==> src/rtl/fpu_sched_pkg.sv <==
// Shared types, IEEE-754 field constants and helpers for the FPU operation scheduler.
package fpu_sched_pkg;

  typedef enum logic [1:0] {
    OP_ADD = 2'b00,
    OP_SUB = 2'b01,
    OP_MUL = 2'b10,
    OP_DIV = 2'b11
  } op_e;

  typedef enum logic [1:0] {
    StIdle,
    StIssue,
    StWait,
    StResp
  } sched_state_e;

  localparam int unsigned EXP_MSB = 30;
  localparam int unsigned EXP_LSB = 23;
  localparam int unsigned MANT_W  = 23;

  function automatic int unsigned max3(int unsigned x, int unsigned y, int unsigned z);
    int unsigned m;
    m = (x > y) ? x : y;
    return (m > z) ? m : z;
  endfunction

  // Returns {nan, inf, zero} for a single-precision value.
  function automatic logic [2:0] fp_class(logic [31:0] v);
    logic exp_ones;
    logic exp_zero;
    logic mant_zero;
    exp_ones  = &v[EXP_MSB:EXP_LSB];
    exp_zero  = ~|v[EXP_MSB:EXP_LSB];
    mant_zero = ~|v[MANT_W-1:0];
    return {exp_ones & ~mant_zero, exp_ones & mant_zero, exp_zero & mant_zero};
  endfunction

endpackage

==> src/rtl/fpu_op_scheduler_if.sv <==
// Request, datapath and response signals of the FPU operation scheduler.
// FPU_SCHED_EXC_EN adds the rsp_flags exception-class field to the response.
interface fpu_op_scheduler_if;

  logic [1:0]  req_valid;
  logic [1:0]  req_ready;
  logic [1:0]  req_op0;
  logic [1:0]  req_op1;
  logic [31:0] req_a0;
  logic [31:0] req_a1;
  logic [31:0] req_b0;
  logic [31:0] req_b1;

  logic [1:0]  unit_sel;
  logic [31:0] unit_a;
  logic [31:0] unit_b;
  logic        unit_start;
  logic [31:0] unit_result;

  logic        rsp_valid;
  logic        rsp_ready;
  logic [31:0] rsp_data;
  logic        rsp_id;
`ifdef FPU_SCHED_EXC_EN
  logic [2:0]  rsp_flags;
`endif

  // Scheduler side.
  modport slave (
    input  req_valid, req_op0, req_op1, req_a0, req_a1, req_b0, req_b1,
    input  unit_result, rsp_ready,
    output req_ready, unit_sel, unit_a, unit_b, unit_start,
    output rsp_valid, rsp_data, rsp_id
`ifdef FPU_SCHED_EXC_EN
    , output rsp_flags
`endif
  );

  // Requesters plus arithmetic units.
  modport master (
    output req_valid, req_op0, req_op1, req_a0, req_a1, req_b0, req_b1,
    output unit_result, rsp_ready,
    input  req_ready, unit_sel, unit_a, unit_b, unit_start,
    input  rsp_valid, rsp_data, rsp_id
`ifdef FPU_SCHED_EXC_EN
    , input rsp_flags
`endif
  );

endinterface

==> src/rtl/fpu_rr_arbiter.sv <==
// Two-way round-robin arbiter; prio names the requester preferred on a tie.
module fpu_rr_arbiter (
  input  logic       clk,
  input  logic       reset,
  input  logic [1:0] req,
  input  logic       advance,
  output logic [1:0] gnt,
  output logic       gnt_id
);

  logic prio_q;

  always_comb begin
    gnt_id = 1'b0;
    gnt    = 2'b00;
    if (req == 2'b11) begin
      gnt_id = prio_q;
    end else begin
      gnt_id = req[1];
    end
    if (req != 2'b00) begin
      gnt = gnt_id ? 2'b10 : 2'b01;
    end
  end

  always_ff @(posedge clk or posedge reset) begin
    if (reset) begin
      prio_q <= 1'b0;
    end else if (advance && (req != 2'b00)) begin
      prio_q <= ~gnt_id;
    end
  end

endmodule

==> src/rtl/fpu_op_scheduler.sv <==
// Two-requester front end for the shared non-pipelined FPU units: grant, issue, wait, respond.
// FPU_SCHED_EXC_EN adds rsp_flags = {nan, inf, zero} captured alongside rsp_data.
module fpu_op_scheduler
  import fpu_sched_pkg::*;
#(
  parameter int unsigned ADD_LAT = 1,
  parameter int unsigned MUL_LAT = 1,
  parameter int unsigned DIV_LAT = 4
) (
  input  logic                clk,
  input  logic                reset,
  fpu_op_scheduler_if.slave   bus,
  output logic                busy
);

  localparam int unsigned MAX_LAT = max3(ADD_LAT, MUL_LAT, DIV_LAT);
  localparam int unsigned CNT_W   = $clog2(MAX_LAT + 1);

  function automatic logic [CNT_W-1:0] lat_for(op_e op);
    case (op)
      OP_MUL:  return CNT_W'(MUL_LAT);
      OP_DIV:  return CNT_W'(DIV_LAT);
      default: return CNT_W'(ADD_LAT);
    endcase
  endfunction

  sched_state_e     state_q, state_d;
  op_e              op_q;
  logic [31:0]      a_q, b_q, data_q;
  logic             id_q;
  logic [CNT_W-1:0] cnt_q;
  logic             load_cnt, dec_cnt, capture;

  logic [1:0] arb_req;
  logic [1:0] gnt;
  logic       gnt_id;
  logic       idle;
  logic       grant;

  assign idle    = (state_q == StIdle);
  // Requests are only visible to the arbiter while idle, so prio moves once per grant.
  assign arb_req = idle ? bus.req_valid : 2'b00;
  assign grant   = |gnt;

  fpu_rr_arbiter u_arb (
    .clk     (clk),
    .reset   (reset),
    .req     (arb_req),
    .advance (idle),
    .gnt     (gnt),
    .gnt_id  (gnt_id)
  );

  always_ff @(posedge clk or posedge reset) begin
    if (reset) begin
      state_q <= StIdle;
    end else begin
      state_q <= state_d;
    end
  end

  always_comb begin
    state_d  = state_q;
    load_cnt = 1'b0;
    dec_cnt  = 1'b0;
    capture  = 1'b0;
    unique case (state_q)
      StIdle: begin
        if (grant) state_d = StIssue;
      end
      StIssue: begin
        load_cnt = 1'b1;
        state_d  = StWait;
      end
      StWait: begin
        if (cnt_q == CNT_W'(1)) begin
          capture = 1'b1;
          state_d = StResp;
        end else begin
          dec_cnt = 1'b1;
        end
      end
      StResp: begin
        if (bus.rsp_ready) state_d = StIdle;
      end
      default: state_d = StIdle;
    endcase
  end

  always_ff @(posedge clk or posedge reset) begin
    if (reset) begin
      op_q   <= OP_ADD;
      a_q    <= '0;
      b_q    <= '0;
      id_q   <= 1'b0;
      cnt_q  <= '0;
      data_q <= '0;
    end else begin
      if (grant) begin
        op_q <= op_e'(gnt_id ? bus.req_op1 : bus.req_op0);
        a_q  <= gnt_id ? bus.req_a1 : bus.req_a0;
        b_q  <= gnt_id ? bus.req_b1 : bus.req_b0;
        id_q <= gnt_id;
      end
      if (load_cnt) begin
        cnt_q <= lat_for(op_q);
      end else if (dec_cnt) begin
        cnt_q <= cnt_q - CNT_W'(1);
      end
      if (capture) begin
        data_q <= bus.unit_result;
      end
    end
  end

`ifdef FPU_SCHED_EXC_EN
  logic [2:0] flags_q;

  always_ff @(posedge clk or posedge reset) begin
    if (reset) begin
      flags_q <= '0;
    end else if (capture) begin
      flags_q <= fp_class(bus.unit_result);
    end
  end

  assign bus.rsp_flags = flags_q;
`endif

  assign bus.req_ready  = gnt;
  assign bus.unit_sel   = op_q;
  assign bus.unit_a     = a_q;
  assign bus.unit_b     = b_q;
  assign bus.unit_start = (state_q == StIssue);
  assign bus.rsp_valid  = (state_q == StResp);
  assign bus.rsp_data   = data_q;
  assign bus.rsp_id     = id_q;
  assign busy           = ~idle;

endmodule

==> src/flat_wrapper.sv <==
// flat-port wrapper written by rule: the top's interface ports become plain ports
module fpu_op_scheduler_flat import fpu_sched_pkg::*;
#(
  parameter int unsigned ADD_LAT = 1,
  parameter int unsigned MUL_LAT = 1,
  parameter int unsigned DIV_LAT = 4
)
  (clk, reset, busy, bus_req_valid, bus_req_op0, bus_req_op1, bus_req_a0, bus_req_a1, bus_req_b0, bus_req_b1, bus_unit_result, bus_rsp_ready, bus_req_ready, bus_unit_sel, bus_unit_a, bus_unit_b, bus_unit_start, bus_rsp_valid, bus_rsp_data, bus_rsp_id);
  fpu_op_scheduler_if bus_i ();
  input  logic clk;
  input  logic reset;
  output logic busy;
  input wire logic [$bits(bus_i.req_valid)-1:0] bus_req_valid;
  input wire logic [$bits(bus_i.req_op0)-1:0] bus_req_op0;
  input wire logic [$bits(bus_i.req_op1)-1:0] bus_req_op1;
  input wire logic [$bits(bus_i.req_a0)-1:0] bus_req_a0;
  input wire logic [$bits(bus_i.req_a1)-1:0] bus_req_a1;
  input wire logic [$bits(bus_i.req_b0)-1:0] bus_req_b0;
  input wire logic [$bits(bus_i.req_b1)-1:0] bus_req_b1;
  input wire logic [$bits(bus_i.unit_result)-1:0] bus_unit_result;
  input wire logic [$bits(bus_i.rsp_ready)-1:0] bus_rsp_ready;
  output wire logic [$bits(bus_i.req_ready)-1:0] bus_req_ready;
  output wire logic [$bits(bus_i.unit_sel)-1:0] bus_unit_sel;
  output wire logic [$bits(bus_i.unit_a)-1:0] bus_unit_a;
  output wire logic [$bits(bus_i.unit_b)-1:0] bus_unit_b;
  output wire logic [$bits(bus_i.unit_start)-1:0] bus_unit_start;
  output wire logic [$bits(bus_i.rsp_valid)-1:0] bus_rsp_valid;
  output wire logic [$bits(bus_i.rsp_data)-1:0] bus_rsp_data;
  output wire logic [$bits(bus_i.rsp_id)-1:0] bus_rsp_id;
  assign bus_i.req_valid = bus_req_valid;
  assign bus_i.req_op0 = bus_req_op0;
  assign bus_i.req_op1 = bus_req_op1;
  assign bus_i.req_a0 = bus_req_a0;
  assign bus_i.req_a1 = bus_req_a1;
  assign bus_i.req_b0 = bus_req_b0;
  assign bus_i.req_b1 = bus_req_b1;
  assign bus_i.unit_result = bus_unit_result;
  assign bus_i.rsp_ready = bus_rsp_ready;
  assign bus_req_ready = bus_i.req_ready;
  assign bus_unit_sel = bus_i.unit_sel;
  assign bus_unit_a = bus_i.unit_a;
  assign bus_unit_b = bus_i.unit_b;
  assign bus_unit_start = bus_i.unit_start;
  assign bus_rsp_valid = bus_i.rsp_valid;
  assign bus_rsp_data = bus_i.rsp_data;
  assign bus_rsp_id = bus_i.rsp_id;
  fpu_op_scheduler #(.ADD_LAT(ADD_LAT), .MUL_LAT(MUL_LAT), .DIV_LAT(DIV_LAT)) u_core (.clk(clk), .reset(reset), .bus(bus_i), .busy(busy));
endmodule
==> config.mk <==
export PLATFORM = sky130hd
export DESIGN_NAME = fpu_op_scheduler_flat
export DESIGN_NICKNAME = d
export VERILOG_FILES = /design/src/rtl/fpu_sched_pkg.sv /design/src/rtl/fpu_op_scheduler_if.sv /design/src/rtl/fpu_rr_arbiter.sv /design/src/rtl/fpu_op_scheduler.sv /design/src/flat_wrapper.sv
export SDC_FILE = /design/constraint.sdc
export NUM_CORES = 1
export LEC_CHECK = 0
export CORE_UTILIZATION = 42
export CTS_BUF_LIST = sky130_fd_sc_hd__clkbuf_4
export DETAILED_ROUTE_END_ITERATION = 10
export GPL_TIMING_DRIVEN = 1
export MAX_ROUTING_LAYER = met4
export PLACE_DENSITY_LB_ADDON = 0.1
export SYNTH_ARGS = -nofsm -noshare
export SYNTH_HDL_FRONTEND = slang
export SYNTH_SLANG_ARGS = --single-unit
==> constraint.sdc <==
create_clock -name clk -period 10.8 [get_ports clk]
set_clock_uncertainty 0.2 [all_clocks]
set_input_delay 3.24 -clock clk [delete_from_list [all_inputs] [get_ports clk]]
set_output_delay 3.24 -clock clk [all_outputs]
set_load 0.005 [all_outputs]
==> reports/results.ini <==
[status]
status = finished, final reports clean

[timing]
tightest_slew_ns = 1.143
period_share_pct = 81.16
final-max-slew-violation-count = 0
hold_viol = 0
rsz0062_at_grt = no
fmax_ghz = 0.1141
tns_ns = 0
min_period_ns = 8.765
max_slew_margin_pct = 23.50
setup_viol = 0

[floorplanning]
die_x_um = 107.6
row_count = 38
die-height_um = 107.6
core_um2 = 10840
initial_core_util_pct = 43.21
num_io_pins = 273
dieArea_um2 = 11580

[yosys]
async_flop_share_pct = 100.0
synthesis.nets = 545
netlist-cell-type-count = 34
yosysWarningCount = 0
synth_top_area_share_pct = 56.09
synth_edf_count = 0
synth.area.top_cells = dfrtp_1 (56%), a221o_1 (11%), mux2_2 (7.9%)
synthTopCellsByCount = dfrtp_1 (105), a221o_1 (53), and2_1 (50)
avgSynthCellArea_um2 = 12.70
synth_seq_area_share_pct = 56.09
ys_ff_latch = 105
netlist_area_um2 = 4684
netlist_instances = 369
yosysMostFrequentCell = dfrtp_1
netlist.top_cell.by_area = dfrtp_1
synth_ff_type = dfrtp_1

[clocking]
root_buffer = clkbuf_4
post_cts_buffers = 0
h-tree-depth = 3
clock-sinks = 105
numCtsBuffers = 9
cts_resized = 0
clk_pin_slew_ns = 0.14
cts-hold-fix-buffers = 0
insertion_delay_ns = 0.44
clk_path_buf_depth = 2
cts_tree = yes

[critical_path]
crit_arrival_ns = 5.33
critical_path_peak_fanout = 18
crit_path_cell_trace = clkdlybuf4s50_1 > nand2_1 > nor2_4 > clkdlybuf4s50_1
max_stage_delay_ns = 0.94
crit_path_frequent_cell = clkdlybuf4s50_1
crit_required_ns = 7.36
crit_start = bus_req_valid[1]
crit_path_start_kind = primary input
end_kind = output port
crit_type = primary input to output port
cp_slowest_cell = clkdlybuf4s50_1
rr_startpoint = u_core.state_q[0]

[worst_hold_path]
min_from = u_core.bus.rsp_id
hold_class = flip-flop to flip-flop

[layout]
area_growth_pct = 62.21
layout.nets = 800
drive_gt1_share_pct = 9.062
antennaDiodeCount = 0
num-fill-cells = 813
post-route-util_pct = 70.09
regArea_um2 = 2628
multiInputGateArea_um2 = 1833

[pwr]
pwr_density_cell_nw_per_um2 = 253.8
vdd_drop_max_mv = 0.1721
p_leak_uw = 0.003105

[routing]
drc = 0
via_count = 4099
drtIter0Drc = 195
ant_nets = 0
avgViaCountPerCell = 5.330
wirelength_mm = 14.20
first_pass_iters = 4
wl_per_cell_um = 18.47

[global_routing]
grt_first_pass_wirelength_mm = 21.45
overflow = 0
grt_max_degree = 56
antenna_found_initial = 0
grt_pass1_vias = 4164
grt_usage_pct = 25.09

[place]
port_buffers = 272
dp_hpwl_mm = 10.46
place.gp.congestion = 0.9037

[job]
maxCapViolCount = 0

[metal layers]
layer	wire [um]	vias up	GRT usage, %
li1	-	1891	-
met1	5440	1958	27.99
met2	7074	215	42.35
met3	1278	35	6.840
met4	410	0	10.57
met5	0	-	-
[cell families after synthesis]
| family | share of synthesized area (%) |
|---|---|
| and+or+nand+nor | 9.910 |
| adders and majority gates | 1.870 |
| buffers and inverters | 5.182 |
| AOI/OAI and AO/OA | 18.80 |
| muxes | 8.146 |
| DFF | 56.09 |
[registers in the layout (all words and copies together), names as in the netlist]
| signal | flops |
|---|---|
| u_core.bus.rsp_data | 32 |
| u_core.bus.unit_a | 32 |
| u_core.bus.unit_b | 32 |
| u_core.cnt_q | 3 |
| u_core.bus.unit_sel | 2 |
| u_core.state_q | 2 |
| u_core.bus.rsp_id | 1 |
| u_core.u_arb.prio_q | 1 |
[layout by cell type (no fill, tap or decap), drive strengths merged, types with 2 or more instances in the layout]
| cell | n |
|---|---|
| a221o | 53 |
| ha | 7 |
| clkbuf | 10 |
| mux2 | 33 |
| nor2b | 2 |
| clkinv | 3 |
| o2111ai | 13 |
| inv | 7 |
| o21ai | 15 |
| nand2 | 2 |
| a31oi | 13 |
| dfrtp | 105 |
| bufinv | 3 |
| and2 | 53 |
| nor2 | 19 |
| clkdlybuf4s50 | 272 |
| a21oi | 2 |
| buf | 4 |
[critical path: cells and delay by family]
kind,cells,cell delay [ns]
simple gates,2,0.63
buf+inv,2,1.45
[metrics by stage]
step / setup slack (ns) / cells / power (uW) / instance area [um2] / hold slack, ns
global placement: 2.100 / 753 / 1665 / 7417 / 0.2641
floorplan: 3.382 / 369 / 1158 / 4684 / 0.2739
finish: 2.035 / 769 / 1928 / 7599 / 0.3067
CTS: 2.052 / 769 / 1947 / 7599 / 0.3144
detailed placement: 2.064 / 753 / 1697 / 7417 / 0.2695
global route: 1.940 / 769 / 2056 / 7599 / 0.3409
[final cells by class]
class                           count  share of cell area, %
Timing Repair Buffer              276                  36.23
Tap cell                          140                  2.305
Sequential cell                   105                  34.58
Clock buffer                       10                 0.9880
Clock inverter                      6                  1.400
Inverter                            7                 0.3787
Multi-Input combinational cell    225                  24.12
[path summary, 6_finish.rpt]
path / endpoint / slack (ns) / depth (start not counted)
hold reg to reg: u_core.bus.rsp_id / 0.31 / 1
setup / recovery: bus_req_ready[1] / 2.03 / 4
max in group asynchronous: u_core.bus.unit_a[1] / 6.24 / 3
hold / removal: u_core.bus.rsp_id / 0.31 / 1
min in group asynchronous: u_core.bus.unit_a[7] / 3.00 / 2
setup reg to reg: u_core.bus.unit_b[22] / 7.87 / 6
[report_power, final]
group	internal, uW	switching, uW
combinational	621	368
clock	119	126
sequential	586	108
No activity file was read; power rests on OpenSTA's default activity.
